`config.mk`:
```
export PLATFORM = sky130hd
export DESIGN_NAME = seq_calculator
export DESIGN_NICKNAME = d
export VERILOG_FILES = /design/src/rtl/seq_calculator.sv
export SDC_FILE = /design/constraint.sdc
export NUM_CORES = 1
export LEC_CHECK = 0
export CORE_ASPECT_RATIO = 1.75
export CORE_MARGIN = 2
export CORE_UTILIZATION = 38
export DETAILED_ROUTE_END_ITERATION = 12
export PLACE_DENSITY_LB_ADDON = 0.3
export SYNTH_ARGS = -nofsm -noshare
export SYNTH_HDL_FRONTEND = slang
export SYNTH_SLANG_ARGS = --single-unit
```
`constraint.sdc`:
```
create_clock -name CLOCK_50 -period 5.7 [get_ports CLOCK_50]
set_input_delay 1.425 -clock CLOCK_50 [delete_from_list [all_inputs] [get_ports CLOCK_50]]
set_output_delay 1.425 -clock CLOCK_50 [all_outputs]
set_load 0.02 [all_outputs]
```
`src/rtl/seq_calculator.sv`:
```
// seq_calculator: WIDTH-bit accumulator calculator for the DE board.
//   A debounced push button executes acc <= acc OP operand. Operand, accumulator
//   and an overflow digit are shown on active-low seven-segment displays.
//
// Optional feature: define CALC_MUL_EN to build the shift-add multiplier (op 11).
//   Without it, op 11 leaves acc unchanged, sets ovf and never asserts busy.
//
// Ports:
//   CLOCK_50   system clock, rising edge
//   RESET      asynchronous active-high reset
//   SW         [WIDTH-1:0] operand, [WIDTH+1:WIDTH] opcode
//   KEY_EXEC   execute button, active-low, asynchronous to CLOCK_50
//   HEX_OPD    operand digits, one per nibble of SW
//   HEX_ACC    accumulator digits plus top overflow digit (0/1)
//   LEDR_BUSY  high while a multiply runs
//   LEDR_OVF   overflow flag of the last completed operation
module seq_calculator #(
  parameter int unsigned WIDTH        = 8,
  parameter int unsigned DEBOUNCE_CYC = 500000
) (
  input  logic                     CLOCK_50,
  input  logic                     RESET,
  input  logic [WIDTH+1:0]         SW,
  input  logic                     KEY_EXEC,
  output logic [7*(WIDTH/4)-1:0]   HEX_OPD,
  output logic [7*(WIDTH/4+1)-1:0] HEX_ACC,
  output logic                     LEDR_BUSY,
  output logic                     LEDR_OVF
);

  localparam int unsigned NumDigits = WIDTH / 4;
  localparam int unsigned DbW       = $clog2(DEBOUNCE_CYC + 1);
  localparam logic [DbW-1:0] DbLast = DbW'(DEBOUNCE_CYC - 1);

  localparam logic [1:0] OpLoad = 2'b00;
  localparam logic [1:0] OpAdd  = 2'b01;
  localparam logic [1:0] OpSub  = 2'b10;
  localparam logic [1:0] OpMul  = 2'b11;

  typedef enum logic {
    StIdle   = 1'b0,
    StMulRun = 1'b1
  } state_e;

  // Key synchroniser and debouncer. All key state resets to "released" (high).
  logic           key_meta_q, key_sync_q, key_prev_q;
  logic           key_stable_q, key_stable_d;
  logic [DbW-1:0] db_cnt_q, db_cnt_d;
  logic           exec;

  always_comb begin
    key_stable_d = key_stable_q;
    db_cnt_d     = db_cnt_q;
    if (key_sync_q != key_prev_q) begin
      // Any raw change restarts the stability count.
      db_cnt_d = '0;
    end else if (key_sync_q != key_stable_q) begin
      if (db_cnt_q == DbLast) begin
        key_stable_d = key_sync_q;
        db_cnt_d     = '0;
      end else begin
        db_cnt_d = db_cnt_q + DbW'(1);
      end
    end else begin
      db_cnt_d = '0;
    end
  end

  // One-cycle pulse on an accepted press; release produces nothing.
  assign exec = key_stable_q & ~key_stable_d;

  always_ff @(posedge CLOCK_50 or posedge RESET) begin
    if (RESET) begin
      key_meta_q   <= 1'b1;
      key_sync_q   <= 1'b1;
      key_prev_q   <= 1'b1;
      key_stable_q <= 1'b1;
      db_cnt_q     <= '0;
    end else begin
      key_meta_q   <= KEY_EXEC;
      key_sync_q   <= key_meta_q;
      key_prev_q   <= key_sync_q;
      key_stable_q <= key_stable_d;
      db_cnt_q     <= db_cnt_d;
    end
  end

  // Calculator core.
  logic [WIDTH-1:0] opd;
  logic [1:0]       op;
  logic [WIDTH-1:0] acc_q, acc_d;
  logic             ovf_q, ovf_d;
  state_e           state_q, state_d;
  logic [WIDTH:0]   sum_w, diff_w;

  assign opd    = SW[WIDTH-1:0];
  assign op     = SW[WIDTH+1:WIDTH];
  assign sum_w  = {1'b0, acc_q} + {1'b0, opd};
  // Top bit of the extended difference is the borrow (opd > acc).
  assign diff_w = {1'b0, acc_q} - {1'b0, opd};

`ifdef CALC_MUL_EN
  localparam int unsigned BitW        = $clog2(WIDTH);
  localparam logic [BitW-1:0] BitLast = BitW'(WIDTH - 1);

  logic [2*WIDTH-1:0] mcand_q, mcand_d;
  logic [WIDTH-1:0]   mplier_q, mplier_d;
  logic [2*WIDTH-1:0] prod_q, prod_d;
  logic [BitW-1:0]    bit_cnt_q, bit_cnt_d;
  logic [2*WIDTH-1:0] prod_next;

  assign prod_next = mplier_q[0] ? (prod_q + mcand_q) : prod_q;
`endif

  always_comb begin
    state_d = state_q;
    acc_d   = acc_q;
    ovf_d   = ovf_q;
`ifdef CALC_MUL_EN
    mcand_d   = mcand_q;
    mplier_d  = mplier_q;
    prod_d    = prod_q;
    bit_cnt_d = bit_cnt_q;
`endif
    case (state_q)
      StIdle: begin
        if (exec) begin
          unique case (op)
            OpLoad: begin
              acc_d = opd;
              ovf_d = 1'b0;
            end
            OpAdd: begin
              acc_d = sum_w[WIDTH-1:0];
              ovf_d = sum_w[WIDTH];
            end
            OpSub: begin
              acc_d = diff_w[WIDTH-1:0];
              ovf_d = diff_w[WIDTH];
            end
            OpMul: begin
`ifdef CALC_MUL_EN
              // Snapshot both operands so SW changes cannot disturb the run.
              mcand_d   = {{WIDTH{1'b0}}, opd};
              mplier_d  = acc_q;
              prod_d    = '0;
              bit_cnt_d = '0;
              state_d   = StMulRun;
`else
              ovf_d = 1'b1;
`endif
            end
          endcase
        end
      end
      StMulRun: begin
`ifdef CALC_MUL_EN
        // Exec pulses are ignored here: dropped, not queued.
        mcand_d   = mcand_q << 1;
        mplier_d  = mplier_q >> 1;
        prod_d    = prod_next;
        bit_cnt_d = bit_cnt_q + BitW'(1);
        if (bit_cnt_q == BitLast) begin
          acc_d   = prod_next[WIDTH-1:0];
          ovf_d   = |prod_next[2*WIDTH-1:WIDTH];
          state_d = StIdle;
        end
`else
        state_d = StIdle;
`endif
      end
      default: state_d = StIdle;
    endcase
  end

  always_ff @(posedge CLOCK_50 or posedge RESET) begin
    if (RESET) begin
      state_q <= StIdle;
      acc_q   <= '0;
      ovf_q   <= 1'b0;
    end else begin
      state_q <= state_d;
      acc_q   <= acc_d;
      ovf_q   <= ovf_d;
    end
  end

`ifdef CALC_MUL_EN
  always_ff @(posedge CLOCK_50 or posedge RESET) begin
    if (RESET) begin
      mcand_q   <= '0;
      mplier_q  <= '0;
      prod_q    <= '0;
      bit_cnt_q <= '0;
    end else begin
      mcand_q   <= mcand_d;
      mplier_q  <= mplier_d;
      prod_q    <= prod_d;
      bit_cnt_q <= bit_cnt_d;
    end
  end

  assign LEDR_BUSY = (state_q == StMulRun);
`else
  assign LEDR_BUSY = 1'b0;
`endif

  assign LEDR_OVF = ovf_q;

  // Active-low segments, bit0 = a .. bit6 = g.
  function automatic logic [6:0] hex7(input logic [3:0] v);
    logic [6:0] s;
    s = 7'b1111111;
    unique case (v)
      4'h0: s = 7'b1000000;
      4'h1: s = 7'b1111001;
      4'h2: s = 7'b0100100;
      4'h3: s = 7'b0110000;
      4'h4: s = 7'b0011001;
      4'h5: s = 7'b0010010;
      4'h6: s = 7'b0000010;
      4'h7: s = 7'b1111000;
      4'h8: s = 7'b0000000;
      4'h9: s = 7'b0010000;
      4'hA: s = 7'b0001000;
      4'hB: s = 7'b0000011;
      4'hC: s = 7'b1000110;
      4'hD: s = 7'b0100001;
      4'hE: s = 7'b0000110;
      4'hF: s = 7'b0001110;
    endcase
    return s;
  endfunction

  for (genvar g = 0; g < NumDigits; g++) begin : gen_digits
    assign HEX_OPD[7*g +: 7] = hex7(SW[4*g +: 4]);
    assign HEX_ACC[7*g +: 7] = hex7(acc_q[4*g +: 4]);
  end
  assign HEX_ACC[7*NumDigits +: 7] = hex7({3'b000, ovf_q});

endmodule

```
After elaboration in Yosys (flattened, before gate mapping)
Memory sizes are Yosys's and may differ from the RTL's.
Cells that the tools add are included.

word-level totals
  bits of input ports = 13
  logic and storage cells = 35
  output and inout bits = 37
  register bits after elaboration = 32
  memory bits (read-only) = 448
  memories = 4

cells by class
  bitwise logic cells = 3
  $add $sub $neg = 3
  equality and inequality tests = 6
  reductions and logical operators = 3
  mux-type cells = 9

memory list
  memory           depth  bits a word  read ports  clocked after memory_dff  write ports  line  text
  (no name shown)  16     7            1           0                         0            214   unique case (v)
  (no name shown)  16     7            1           0                         0            214
  (no name shown)  16     7            1           0                         0            214
  (no name shown)  16     7            1           0                         0            214

operators by type and width
  cell                   number
  $mux 19                3
  $pmux 8 s3             1
  $add 19x1->19 const B  1
  $eq 19x19->1 const B   1
  $pmux 7 s2             1
  $add 8x8->9            1
  $sub 8x8->9            1
  $eq 2x2->1 const B     2
  $pmux 1 s4             1
  $mux 1                 3
  $reduce_bool 3->1      1
  $eq 2x1->1 const B     1
  $logic_not 2->1        1
  $ne 1x1->1             2
  $not 1->1              2
  $reduce_and 2->1       1
  $and 1x1->1            1

Depth between registers and ports, before layout
  depth in word-level cells = 7
  mapped depth = 10
  gate-level depth less buffers = 10

Worst setup path after synthesis
OpenSTA, ideal clock, no wires.

  path type = in2out
  from = input port SW[7]
  to = output port HEX_OPD[8]
  arrival = 2,495 ps
  cell stages on the path = 3
  path slack = 1,780 ps
  path buffers = 1
  data required time = 4,275 ps
  path through = clkbuf_1 -> inv_1 -> o32ai_1

between the ends
  word-level cells in the longest chain between the ends = 1

RTL lines
  item                line  text
  start: declaration  23    input logic [WIDTH+1:0] SW,
  $mem_v2 16x7        --
  end: declaration    25    output logic [7*(WIDTH/4)-1:0] HEX_OPD,

No other way between the ends.

Final worst setup path
  from = input port SW[1]
  to = output port HEX_OPD[3]

Same word-level chain as after synthesis.

==> flow_metrics.py <==
metrics = {
    "logic_synthesis": {
        "synth-edff-count": 0,
        "synth.most_common_cell": "nor2_1",
        "postSynth.asyncResetShare_pct": 100,
        "synth_common_cells": "nor2_1 (52), ha_1 (45), nand2_1 (35)",
        "syn_inst": 417,
        "syn_area_per_cell_um2": 8.25,
        "synthFlopType": "dfrtp_1",
        "seq_area_frac_synth_pct": 23.4,
        "synth_cell_types": 66,
        "syn_area_um2": 3440,
        "ys_top_cells_by_area": "dfrtp_1 (20%), ha_1 (16%), nor2_1 (5.7%)",
        "synth.largest_area_cell": "dfrtp_1",
        "yosys_warnings": 0,
        "synth_top_area_share_pct": 20.4,
        "ys_seq_elements": 32,
    },
    "setup_path": {
        "cp_slowest_cell": "clkdlybuf4s50_1",
        "rr_endpoint": "acc_q[6]$_DFFE_PP0P_",
        "cpMostUsedCell": "clkdlybuf4s50_1",
        "crit_arrival_ns": 3.61,
        "cp-start-kind": "primary input",
        "critPathMaxFanout": 9,
        "endpoint_kind": "output port",
        "slowest_delay_ns": 0.67,
        "cp.required_ns": 4.28,
        "crit_type": "primary input to output port",
        "path_cells": "clkdlybuf4s50_1 > inv_1 > ha_1 > o211a_1 > a31oi_1 > clkdlybuf4s50_1",
        "r2r_slack_ns": 3.12,
        "reg2reg_from": "acc_q[3]$_DFFE_PP0P_",
        "reg2reg_depth": 6,
    },
    "sta": {
        "relSlewSlack_pct": 58.7,
        "fin_crit_sh_pct": 88.3,
        "fmax_mhz": 199,
        "fin_skew_ns": 0.00292,
        "finalSetupViolCount": 0,
        "drv_slew": 0,
        "period_minus_slack_ns": 5.03,
        "fin_tns_setup_ns": 0,
        "rsz0062_at_grt": "no",
        "worstMarginPinSlew_ns": 0.620,
        "hold_viol": 0,
        "fin_hold_ws_ns": 0.356,
    },
    "detailed_routing": {
        "wl_per_cell_um": 14.0,
        "dr.pass1.iters": 4,
        "postRouteWirelength_um": 7950,
        "num_vias": 3033,
        "via_per_inst": 5.34,
        "first_iter_violations": 144,
        "postRouteAntennaNets": 0,
        "route.detailed.drc": 0,
    },
    "clocking": {
        "h-tree-depth": 2,
        "cts_resized": 0,
        "cts_setup_buffers": 0,
        "cts.sinks": 32,
        "ctsLongestPathBuffers": 2,
        "worstSkewPairLatency_ns": 0.27,
        "cts_root_buffer": "clkbuf_16",
        "hold_buffers": 0,
        "cts_buffers": 5,
        "clkSlewWorstSetupHoldPaths_ns": 0.05,
        "cts_tree": "yes",
    },
    "final_layout": {
        "area_delta_synth_final_pct": 18.7,
        "diodes": 0,
        "drive_gt1_share_pct": 7.81,
        "nets": 507,
        "ff_latch_area_um2": 806,
        "fillers": 883,
        "post-route-util_pct": 45.8,
        "multi_input_area_um2": 2390,
    },
    "grt": {
        "track_usage_pct": 16.6,
        "grt_pass1_vias": 2934,
        "antenna_found_initial": 0,
        "grt_max_degree": 33,
        "grt.overflow.total": 0,
        "grt_pass1_wl_um": 13600,
    },
    "run": {
        "drv_cap": 0,
    },
    "outcome": {
        "status": "complete, no violations",
    },
    "floorplan": {
        "core_area_um2": 8920,
        "initial_utilization_pct": 38.6,
        "rows": 46,
        "die_height_um": 130,
        "die_w_um": 75.9,
        "dieArea_um2": 9860,
        "ios": 50,
    },
    "placement": {
        "dp_hpwl_um": 6280,
        "gp_congestion": 0.852,
        "port_buffers": 45,
    },
    "power": {
        "peakVddDrop_v": 0.000141,
        "p_total_uw": 654,
        "p_per_area_nw_per_um2": 160,
        "leakage_nw": 1.69,
    },
    "min_path": {
        "hold_path.startpoint": "key_meta_q$_DFF_PP1_",
        "hold_path.class": "flop to flop",
        "min_delay_path_depth": 0,
        "holdPathEnd": "key_sync_q$_DFF_PP1_",
    },
}
sequential cells by signal, summed over array words and instances (netlist names):
signal and flops:
acc_q 8, LEDR_OVF 1, key_prev_q 1, key_stable_q 1, db_cnt_q 19, key_sync_q 1
key_meta_q 1
power by group:
part / switching [mW] / total (mW) / internal [mW] / leakage [nW]
clock: 0.0917 / 0.297 / 0.205 / 0.0808
combinational: 0.0734 / 0.125 / 0.0518 / 1.18
sequential: 0.00161 / 0.232 / 0.230 / 0.427
worst max-delay path, delay by kind of cell:
family,cells,cell delay [ns]
buf+inv,3,1.49
compound gates,2,0.35
fa+ha+maj,1,0.34
area by class of cell:
cell class	count	share of cell area, %
multi-input cells	331	58.4
well taps	120	3.68
clock buffers	6	3.16
inverters	30	2.76
repair buffers	47	11.4
clock inverters	2	0.858
flip-flops and latches	32	19.7
worst max path at each step:
stage / start / end / slack, ns / depth (start not counted)
2_1_floorplan: SW[7] / HEX_OPD[8] / 1.78 / 3
3_3_place_gp: SW[1] / HEX_OPD[3] / 0.70 / 6
3_5_place_dp: SW[1] / HEX_OPD[3] / 0.65 / 6
4_1_cts: SW[1] / HEX_OPD[3] / 0.65 / 6
5_1_grt: SW[1] / HEX_OPD[3] / 0.51 / 6
6_report: SW[1] / HEX_OPD[3] / 0.67 / 6
kinds of logic after synthesis:
kind of cell	after synthesis	share of synthesized area [%]
simple gates	149	22.5
compound gates	97	19.0
buf+inv	56	7.42
fa+ha+maj	47	17.5
flops	32	23.4
xor+xnor	22	5.60
mux	12	4.29
other cells	2	0.218
stage by stage:
step,setup slack [ns],cells,area [um2]
after floorplan,1.78,419,3450
after global placement,0.697,560,3920
after detailed placement,0.653,560,3920
after CTS,0.648,568,4080
after global routing,0.511,568,4080
final,0.666,568,4080
layout by cell type (no fill, tap or decap), drive strengths merged, types with 10 or more instances in the layout:
master / instances
nor2b: 10
inv: 28
nor2: 52
a21oi: 30
ha: 45
xnor2: 12
dfrtp: 28
o21ai: 17
xor2: 10
clkdlybuf4s50: 45
nand2: 35
routing by layer:
metal | global-route usage (%) | up-vias | part of all wire (%)
li1 | - | 1507 | -
met1 | 17.1 | 1429 | 38
met2 | 32.8 | 73 | 56
met3 | 2.21 | 24 | 3.0
met4 | 7.91 | 0 | 3.7
met5 | 0 | - | 0
No activity file was read; power rests on OpenSTA's default activity.
